==> config.mk <==
export PLATFORM = sky130hd
export DESIGN_NAME = riscv_multicycle_ctrl
export DESIGN_NICKNAME = d
export VERILOG_FILES = /design/src/rtl/riscv_mc_pkg.sv /design/src/rtl/riscv_alu_decoder.sv /design/src/rtl/riscv_multicycle_ctrl.sv
export SDC_FILE = /design/constraint.sdc
export NUM_CORES = 1
export LEC_CHECK = 0
export CAP_MARGIN = 20
export CELL_PAD_IN_SITES_DETAIL_PLACEMENT = 2
export CELL_PAD_IN_SITES_GLOBAL_PLACEMENT = 2
export CORE_MARGIN = 5
export CORE_UTILIZATION = 18
export CTS_CLUSTER_DIAMETER = 200
export CTS_CLUSTER_SIZE = 28
export DETAILED_ROUTE_END_ITERATION = 16
export HOLD_SLACK_MARGIN = 0.02
export PLACE_DENSITY = 0.91
export SYNTH_ARGS = -nofsm -noshare
export SYNTH_HDL_FRONTEND = slang
export SYNTH_SLANG_ARGS = --single-unit
==> constraint.sdc <==
create_clock -name clk -period 5.1 [get_ports clk]
set_clock_uncertainty 0.15 [all_clocks]
set_input_delay 1.02 -clock clk [delete_from_list [all_inputs] [get_ports clk]]
set_output_delay 1.02 -clock clk [all_outputs]
set_load 0.02 [all_outputs]
==> src/rtl/riscv_mc_pkg.sv <==
// rtl/riscv_mc_pkg.sv - shared encodings for the multicycle RV32I control unit
//
// Purpose: state encodings, opcode constants, ALUControl / ImmSrc / ALUOp codes
//          and the opcode-to-immediate-format helper.
// Ports:   none (package).
// Options: RISCV_MC_CTRL_BNE_EN enables the BNE state in the control unit.

package riscv_mc_pkg;

  localparam int STATE_BITS = 4;

  typedef enum logic [STATE_BITS-1:0] {
    S_FETCH    = 4'd0,
    S_DECODE   = 4'd1,
    S_MEMADR   = 4'd2,
    S_MEMREAD  = 4'd3,
    S_MEMWB    = 4'd4,
    S_MEMWRITE = 4'd5,
    S_EXECUTER = 4'd6,
    S_EXECUTEI = 4'd7,
    S_ALUWB    = 4'd8,
    S_JAL      = 4'd9,
    S_BEQ      = 4'd10,
    S_BNE      = 4'd11
  } state_t;

  localparam logic [6:0] OP_LOAD   = 7'b0000011;
  localparam logic [6:0] OP_STORE  = 7'b0100011;
  localparam logic [6:0] OP_RTYPE  = 7'b0110011;
  localparam logic [6:0] OP_ITYPE  = 7'b0010011;
  localparam logic [6:0] OP_JAL    = 7'b1101111;
  localparam logic [6:0] OP_BRANCH = 7'b1100011;

  localparam logic [2:0] F3_BNE = 3'b001;

  localparam logic [2:0] ALU_ADD = 3'b000;
  localparam logic [2:0] ALU_SUB = 3'b001;
  localparam logic [2:0] ALU_AND = 3'b010;
  localparam logic [2:0] ALU_OR  = 3'b011;
  localparam logic [2:0] ALU_SLT = 3'b101;

  localparam logic [1:0] IMM_I = 2'b00;
  localparam logic [1:0] IMM_S = 2'b01;
  localparam logic [1:0] IMM_B = 2'b10;
  localparam logic [1:0] IMM_J = 2'b11;

  localparam logic [1:0] ALUOP_ADD   = 2'b00;
  localparam logic [1:0] ALUOP_SUB   = 2'b01;
  localparam logic [1:0] ALUOP_FUNCT = 2'b10;

  function automatic logic [1:0] imm_src_for(input logic [6:0] op);
    case (op)
      OP_STORE:  return IMM_S;
      OP_BRANCH: return IMM_B;
      OP_JAL:    return IMM_J;
      default:   return IMM_I;
    endcase
  endfunction

endpackage

==> src/rtl/riscv_alu_decoder.sv <==
// rtl/riscv_alu_decoder.sv - ALUOp/funct field to ALUControl decoder
//
// Purpose: maps the FSM's ALUOp class plus instruction funct fields to the
//          3-bit ALUControl code. Shared with the single-cycle CPU.
// Ports:   alu_op[1:0]  in  00 add, 01 sub, 10 decode from funct fields
//          funct3[2:0]  in  IR[14:12]
//          funct7b5     in  IR[30]
//          op5          in  IR[5], distinguishes R-type from I-type
//          alu_control[2:0] out ALU operation select

module riscv_alu_decoder
  import riscv_mc_pkg::*;
(
  input  logic [1:0] alu_op,
  input  logic [2:0] funct3,
  input  logic       funct7b5,
  input  logic       op5,
  output logic [2:0] alu_control
);

  always_comb begin
    alu_control = ALU_ADD;
    case (alu_op)
      ALUOP_ADD: alu_control = ALU_ADD;
      ALUOP_SUB: alu_control = ALU_SUB;
      ALUOP_FUNCT: begin
        case (funct3)
          // funct7b5 only means sub for R-type; addi reuses bit 30 as immediate
          3'b000:  alu_control = (op5 & funct7b5) ? ALU_SUB : ALU_ADD;
          3'b010:  alu_control = ALU_SLT;
          3'b110:  alu_control = ALU_OR;
          3'b111:  alu_control = ALU_AND;
          default: alu_control = ALU_ADD;
        endcase
      end
      default: alu_control = ALU_ADD;
    endcase
  end

endmodule

==> src/rtl/riscv_multicycle_ctrl.sv <==
// rtl/riscv_multicycle_ctrl.sv - Moore main FSM and decoders for the multicycle RV32I CPU
//
// Purpose: sequences fetch/decode/execute/memory/writeback and drives the
//          datapath selects each cycle.
// Ports:   clk, reset (sync, active-high); op, funct3, funct7b5 from the IR;
//          Zero from the ALU; PCWrite, AdrSrc, MemWrite, IRWrite, ResultSrc,
//          ALUSrcA, ALUSrcB, ALUControl, ImmSrc, RegWrite to the datapath;
//          state_dbg exposes the state register.
// Options: RISCV_MC_CTRL_BNE_EN adds the BNE state (op 1100011, funct3 001).

module riscv_multicycle_ctrl
  import riscv_mc_pkg::*;
#(
  parameter int STATE_W = 4
) (
  input  logic               clk,
  input  logic               reset,
  input  logic [6:0]         op,
  input  logic [2:0]         funct3,
  input  logic               funct7b5,
  input  logic               Zero,
  output logic               PCWrite,
  output logic               AdrSrc,
  output logic               MemWrite,
  output logic               IRWrite,
  output logic [1:0]         ResultSrc,
  output logic [1:0]         ALUSrcA,
  output logic [1:0]         ALUSrcB,
  output logic [2:0]         ALUControl,
  output logic [1:0]         ImmSrc,
  output logic               RegWrite,
  output logic [STATE_W-1:0] state_dbg
);

  state_t state, next_state, out_state;
  logic [1:0] alu_op;
  logic       pc_update;
  logic       branch;
  logic       branch_ne;

  always_ff @(posedge clk) begin
    if (reset) state <= S_FETCH;
    else       state <= next_state;
  end

  always_comb begin
    next_state = S_FETCH;
    case (state)
      S_FETCH: next_state = S_DECODE;
      S_DECODE: begin
        case (op)
          OP_LOAD, OP_STORE: next_state = S_MEMADR;
          OP_RTYPE:          next_state = S_EXECUTER;
          OP_ITYPE:          next_state = S_EXECUTEI;
          OP_JAL:            next_state = S_JAL;
`ifdef RISCV_MC_CTRL_BNE_EN
          OP_BRANCH:         next_state = (funct3 == F3_BNE) ? S_BNE : S_BEQ;
`else
          OP_BRANCH:         next_state = S_BEQ;
`endif
          // Unknown opcodes retire as NOPs; PC was already advanced in FETCH.
          default:           next_state = S_FETCH;
        endcase
      end
      S_MEMADR:   next_state = (op == OP_LOAD) ? S_MEMREAD : S_MEMWRITE;
      S_MEMREAD:  next_state = S_MEMWB;
      S_EXECUTER,
      S_EXECUTEI,
      S_JAL:      next_state = S_ALUWB;
      default:    next_state = S_FETCH;
    endcase
  end

  // While reset is held the outputs already show FETCH, so an aborted
  // instruction cannot leave a write strobe asserted into the reset edge.
  assign out_state = reset ? S_FETCH : state;

  always_comb begin
    AdrSrc    = 1'b0;
    MemWrite  = 1'b0;
    IRWrite   = 1'b0;
    ResultSrc = 2'b00;
    ALUSrcA   = 2'b00;
    ALUSrcB   = 2'b00;
    RegWrite  = 1'b0;
    alu_op    = ALUOP_ADD;
    pc_update = 1'b0;
    branch    = 1'b0;
    branch_ne = 1'b0;
    case (out_state)
      S_FETCH: begin
        IRWrite   = 1'b1;
        ALUSrcB   = 2'b10;
        ResultSrc = 2'b10;
        pc_update = 1'b1;
      end
      S_DECODE: begin
        ALUSrcA = 2'b01;
        ALUSrcB = 2'b01;
      end
      S_MEMADR: begin
        ALUSrcA = 2'b10;
        ALUSrcB = 2'b01;
      end
      S_MEMREAD: AdrSrc = 1'b1;
      S_MEMWB: begin
        ResultSrc = 2'b01;
        RegWrite  = 1'b1;
      end
      S_MEMWRITE: begin
        AdrSrc   = 1'b1;
        MemWrite = 1'b1;
      end
      S_EXECUTER: begin
        ALUSrcA = 2'b10;
        alu_op  = ALUOP_FUNCT;
      end
      S_EXECUTEI: begin
        ALUSrcA = 2'b10;
        ALUSrcB = 2'b01;
        alu_op  = ALUOP_FUNCT;
      end
      S_ALUWB: RegWrite = 1'b1;
      S_JAL: begin
        ALUSrcA   = 2'b01;
        ALUSrcB   = 2'b10;
        pc_update = 1'b1;
      end
      S_BEQ: begin
        ALUSrcA = 2'b10;
        alu_op  = ALUOP_SUB;
        branch  = 1'b1;
      end
`ifdef RISCV_MC_CTRL_BNE_EN
      S_BNE: begin
        ALUSrcA   = 2'b10;
        alu_op    = ALUOP_SUB;
        branch_ne = 1'b1;
      end
`endif
      default: ;
    endcase
  end

  assign PCWrite   = pc_update | (branch & Zero) | (branch_ne & ~Zero);
  assign ImmSrc    = imm_src_for(op);
  assign state_dbg = STATE_W'(state);

  riscv_alu_decoder u_alu_dec (
    .alu_op      (alu_op),
    .funct3      (funct3),
    .funct7b5    (funct7b5),
    .op5         (op[5]),
    .alu_control (ALUControl)
  );

endmodule

==> summary.txt <==
Timing
  – Rel. slew slack: 0.589
  – Part of the cycle the worst path needs: 0.867
  – Setup WS post-layout: 0.681 ns
  – Worst Max-Slew Pin Slew: 0.616 ns
  – Number of endpoints failing setup at the final stage: 0
  – Unrepaired setup endpoints after global routing: no
  – Fmax: 226 MHz
  – TNS Setup: 0 ns
  – Min Tclk post-route: 4.42 ns
  – Number of max-slew violations in the final report: 0
  – Final Hold Viols: 0

Yosys
  – Predominant post-synthesis flop cell: dfxtp_1
  – Post-synthesis sequential area ratio: 0.153
  – Main area contributors after synthesis: dfxtp_1 15%, nor2_1 6.4%, nor3_1 5.7%
  – Mux contribution to synthesized area: 0.0191
  – Syn Inst Count: 75
  – Post-synthesis simple-gate area fraction: 0.415
  – Fraction of the mapped netlist area in adder cells: 0.0477
  – Synth Area per Inst: 6.99 sq um
  – Number of enable-type register cells in the synthesized netlist: 0
  – Synth Register Bits: 4
  – Cell Area, Synth: 524 sq um
  – Synth Area in Compound Gates: 0.212
  – Number of distinct standard cells referenced by the synthesized netlist: 35
  – Most used standard cell by instance count after synthesis: nor2_1
  – Synth async-reset ratio: 0
  – Post-synth top area cell: dfxtp_1
  – Parity-gate share of the synthesized area counting xor and xnor cells: 0.0668
  – Main combinational cell family by area after synthesis: simple AND/OR/NAND/NOR gates
  – Number of synthesis warnings: 0
  – Most common library cells after synthesis: 9 x nor2_1, 6 x inv_1, 6 x nand2_1, 6 x nor3_1, 4 x dfxtp_1
  – Fraction of post-synthesis cell area in the top cell type by area: 0.153
  – Synthesized netlist net count: 91

Cells and area
  – Number of nets at the end of the flow: 124
  – Total non-filler cell area in the finished layout: 893 sq um
  – Antenna Cells: 0
  – Share of cells above drive strength 1: 0.0566
  – Flip-flop count of the largest register after layout: 4
  – Layout overhead on the synthesized area: 70.4%

Global route
  – Wire length of the first global-routing pass: 3570 microns
  – Met3 track demand over resource: 0.0210
  – Pin count of the biggest net entering global routing: 16
  – Global Route met1 Usage: 0.123
  – Antenna violations before repair: 0
  – Fraction of met2 tracks used by global routing: 0.186
  – Vias in the first global route: 762
  – Highest-utilization routing layer at the global route stage: met2
  – Aggregate global-route resource usage: 0.106
  – Total gr overflow: 0

Clock network
  – CTS clock-pin slew for the worst setup and hold paths: 0.04 ns
  – Post-cts gate resize count: 0
  – Hold-fix buffer count after cts: 0
  – Maximum count of clock buffers along a single path: 2
  – Clock buffers created by TritonCTS: 3
  – Root buffer selected by CTS: clkbuf_4
  – Htree depth: 1
  – Number of clock sinks: 4
  – Clock tree from TritonCTS: done
  – Source-to-sink clock delay at the later pin of the worst-skew pair: 0.23 ns
  – Post CTS Setup Buffer Count: 0

Setup path
  – CP Class: in -> out
  – FF-to-FF End: state_dbg[3]
  – Kind of end point of the critical path: output pin
  – Most used cell, CP: clkdlybuf4s50_1
  – Maximum fanout count along the critical path: 9
  – CP max stage cell: clkdlybuf4s50_1
  – FF-to-FF path depth: 3
  – Worst stage delay on the critical path: 0.63 ns
  – Register-to-register setup slack: 3.32 ns
  – Cell chain of the critical path: clkdlybuf4s50_1 > nor2_1 > nand3_1 > inv_1 > ha_1 > nor2b_1 > o21ai_0 > a21oi_1 > clkdlybuf4s50_1
  – Data arrival, critical path: 3.25 ns
  – Critical path required time: 3.93 ns
  – Startpoint type of the worst setup path: input pin
  – Reg-to-Reg Start: state_dbg[0]

Place
  – Hpwl dp: 1620 microns
  – Port Buf Inserts: 33
  – Setup slack after placement: 0.675 ns
  – Cell area reported after detailed placement: 871 sq um
  – Final estimated routing congestion in global placement: 0.791

Floorplan
  – Placeable core region: 0.00278 sq mm
  – Area of the die: 0.00409 sq mm
  – I/O pin total: 34
  – Number of cell rows: 19
  – Horizontal die dimension: 64.0 microns
  – Initial standard-cell utilization of the core: 0.188
  – Die extent in y: 64.0 microns

Routing
  – Final Routed Wirelength: 2090 microns
  – Number of detailed-routing iterations run before antenna repair: 4
  – Routed via count divided by cell count: 4.86
  – Average wire length per cell after detail routing: 15.2 microns
  – DRT iter0 DRCs: 33
  – Number of design rule violations left after detail routing: 0
  – Routed vias: 666
  – Antenna Nets Post-Route: 0

Pwr
  – Static leakage: 0.318 nW
  – Total chip power: 117 uW
  – Total power divided by cell area: 131 mW/mm^2
  – IR drop worst, VDD: 0.0000539 V

Worst hold path
  – Path type of the worst min-delay path: reg -> reg
  – Number of cells traversed by the worst hold path: 2
  – Hold worst-path end: state_dbg[2]
  – Startpoint of the lowest-slack hold path: state_dbg[1]

Run status
  – Outcome: finished, final reports clean

Run
  – Count of maximum capacitance violations: 0
[per-layer routing]
layer	wire length, microns	part of all wire
met3	119	0.057
met5	0	0
met4	21	0.010
met2	1050	0.50
met1	896	0.43
[worst max-delay path, delay by kind of cell]
kind / cells / cell delay (ns)
AOI/OAI and AO/OA: 2 / 0.25
adders and majority gates: 1 / 0.16
buffers and inverters: 3 / 1.28
and+or+nand+nor: 3 / 0.54
[worst max path at each step]
stage                     startpoint            end  slack, ns  cells past startpoint
after floorplan                reset  ALUControl[1]       1.61                      5
after global placement         reset  ALUControl[0]       0.76                      9
after CTS                      reset  ALUControl[0]       0.64                      9
final                          reset  ALUControl[0]       0.68                      9
after detailed placement       reset  ALUControl[0]       0.68                      9
after global routing           reset  ALUControl[0]       0.38                      9
[kinds of logic (layout without fill, tap and decap cells)]
family          count (synthesis)  count (layout)
mux                             1               1
buf+inv                        11              42
xor+xnor                        4               4
flops                           4               4
simple gates                   39              39
fa+ha+maj                       2               2
compound gates                 14              14
[layout by cell type, fill, tap and decap left out, drive strengths merged, types with 2 or more instances in the layout]
cell	instances
clkdlybuf4s50	33
nor2	9
inv	6
nand2	6
nor3	6
dfxtp	4
or3	4
nor2b	3
nand3	3
xnor2	3
clkbuf	3
nand2b	3
o41ai	2
a21oi	2
ha	2
[final cells by class]
type                            count  area [sq um]
Multi-Input combinational cell     60           399
Clock buffer                        3          22.5
Sequential cell                     4          80.1
Timing Repair Buffer               33           330
Fill cell                         340          1890
Tap cell                           31          38.8
Inverter                            6          22.5
[metrics by stage]
step,cells,hold WS [ns],utilization
2_1_floorplan,75,0.559,-
3_5_place_dp,134,0.634,0.313
6_report,137,0.623,0.321
4_1_cts,137,0.652,0.321
5_1_grt,137,0.714,0.321
3_3_place_gp,134,0.622,0.313
[power breakdown]
group | total [mW] | internal, mW | switching [mW]
Sequential | 0.0362 | 0.0323 | 0.00393
Combinational | 0.0421 | 0.0230 | 0.0192
Clock | 0.0383 | 0.0263 | 0.0120
Note: power is estimated with default switching activity, not from simulation.
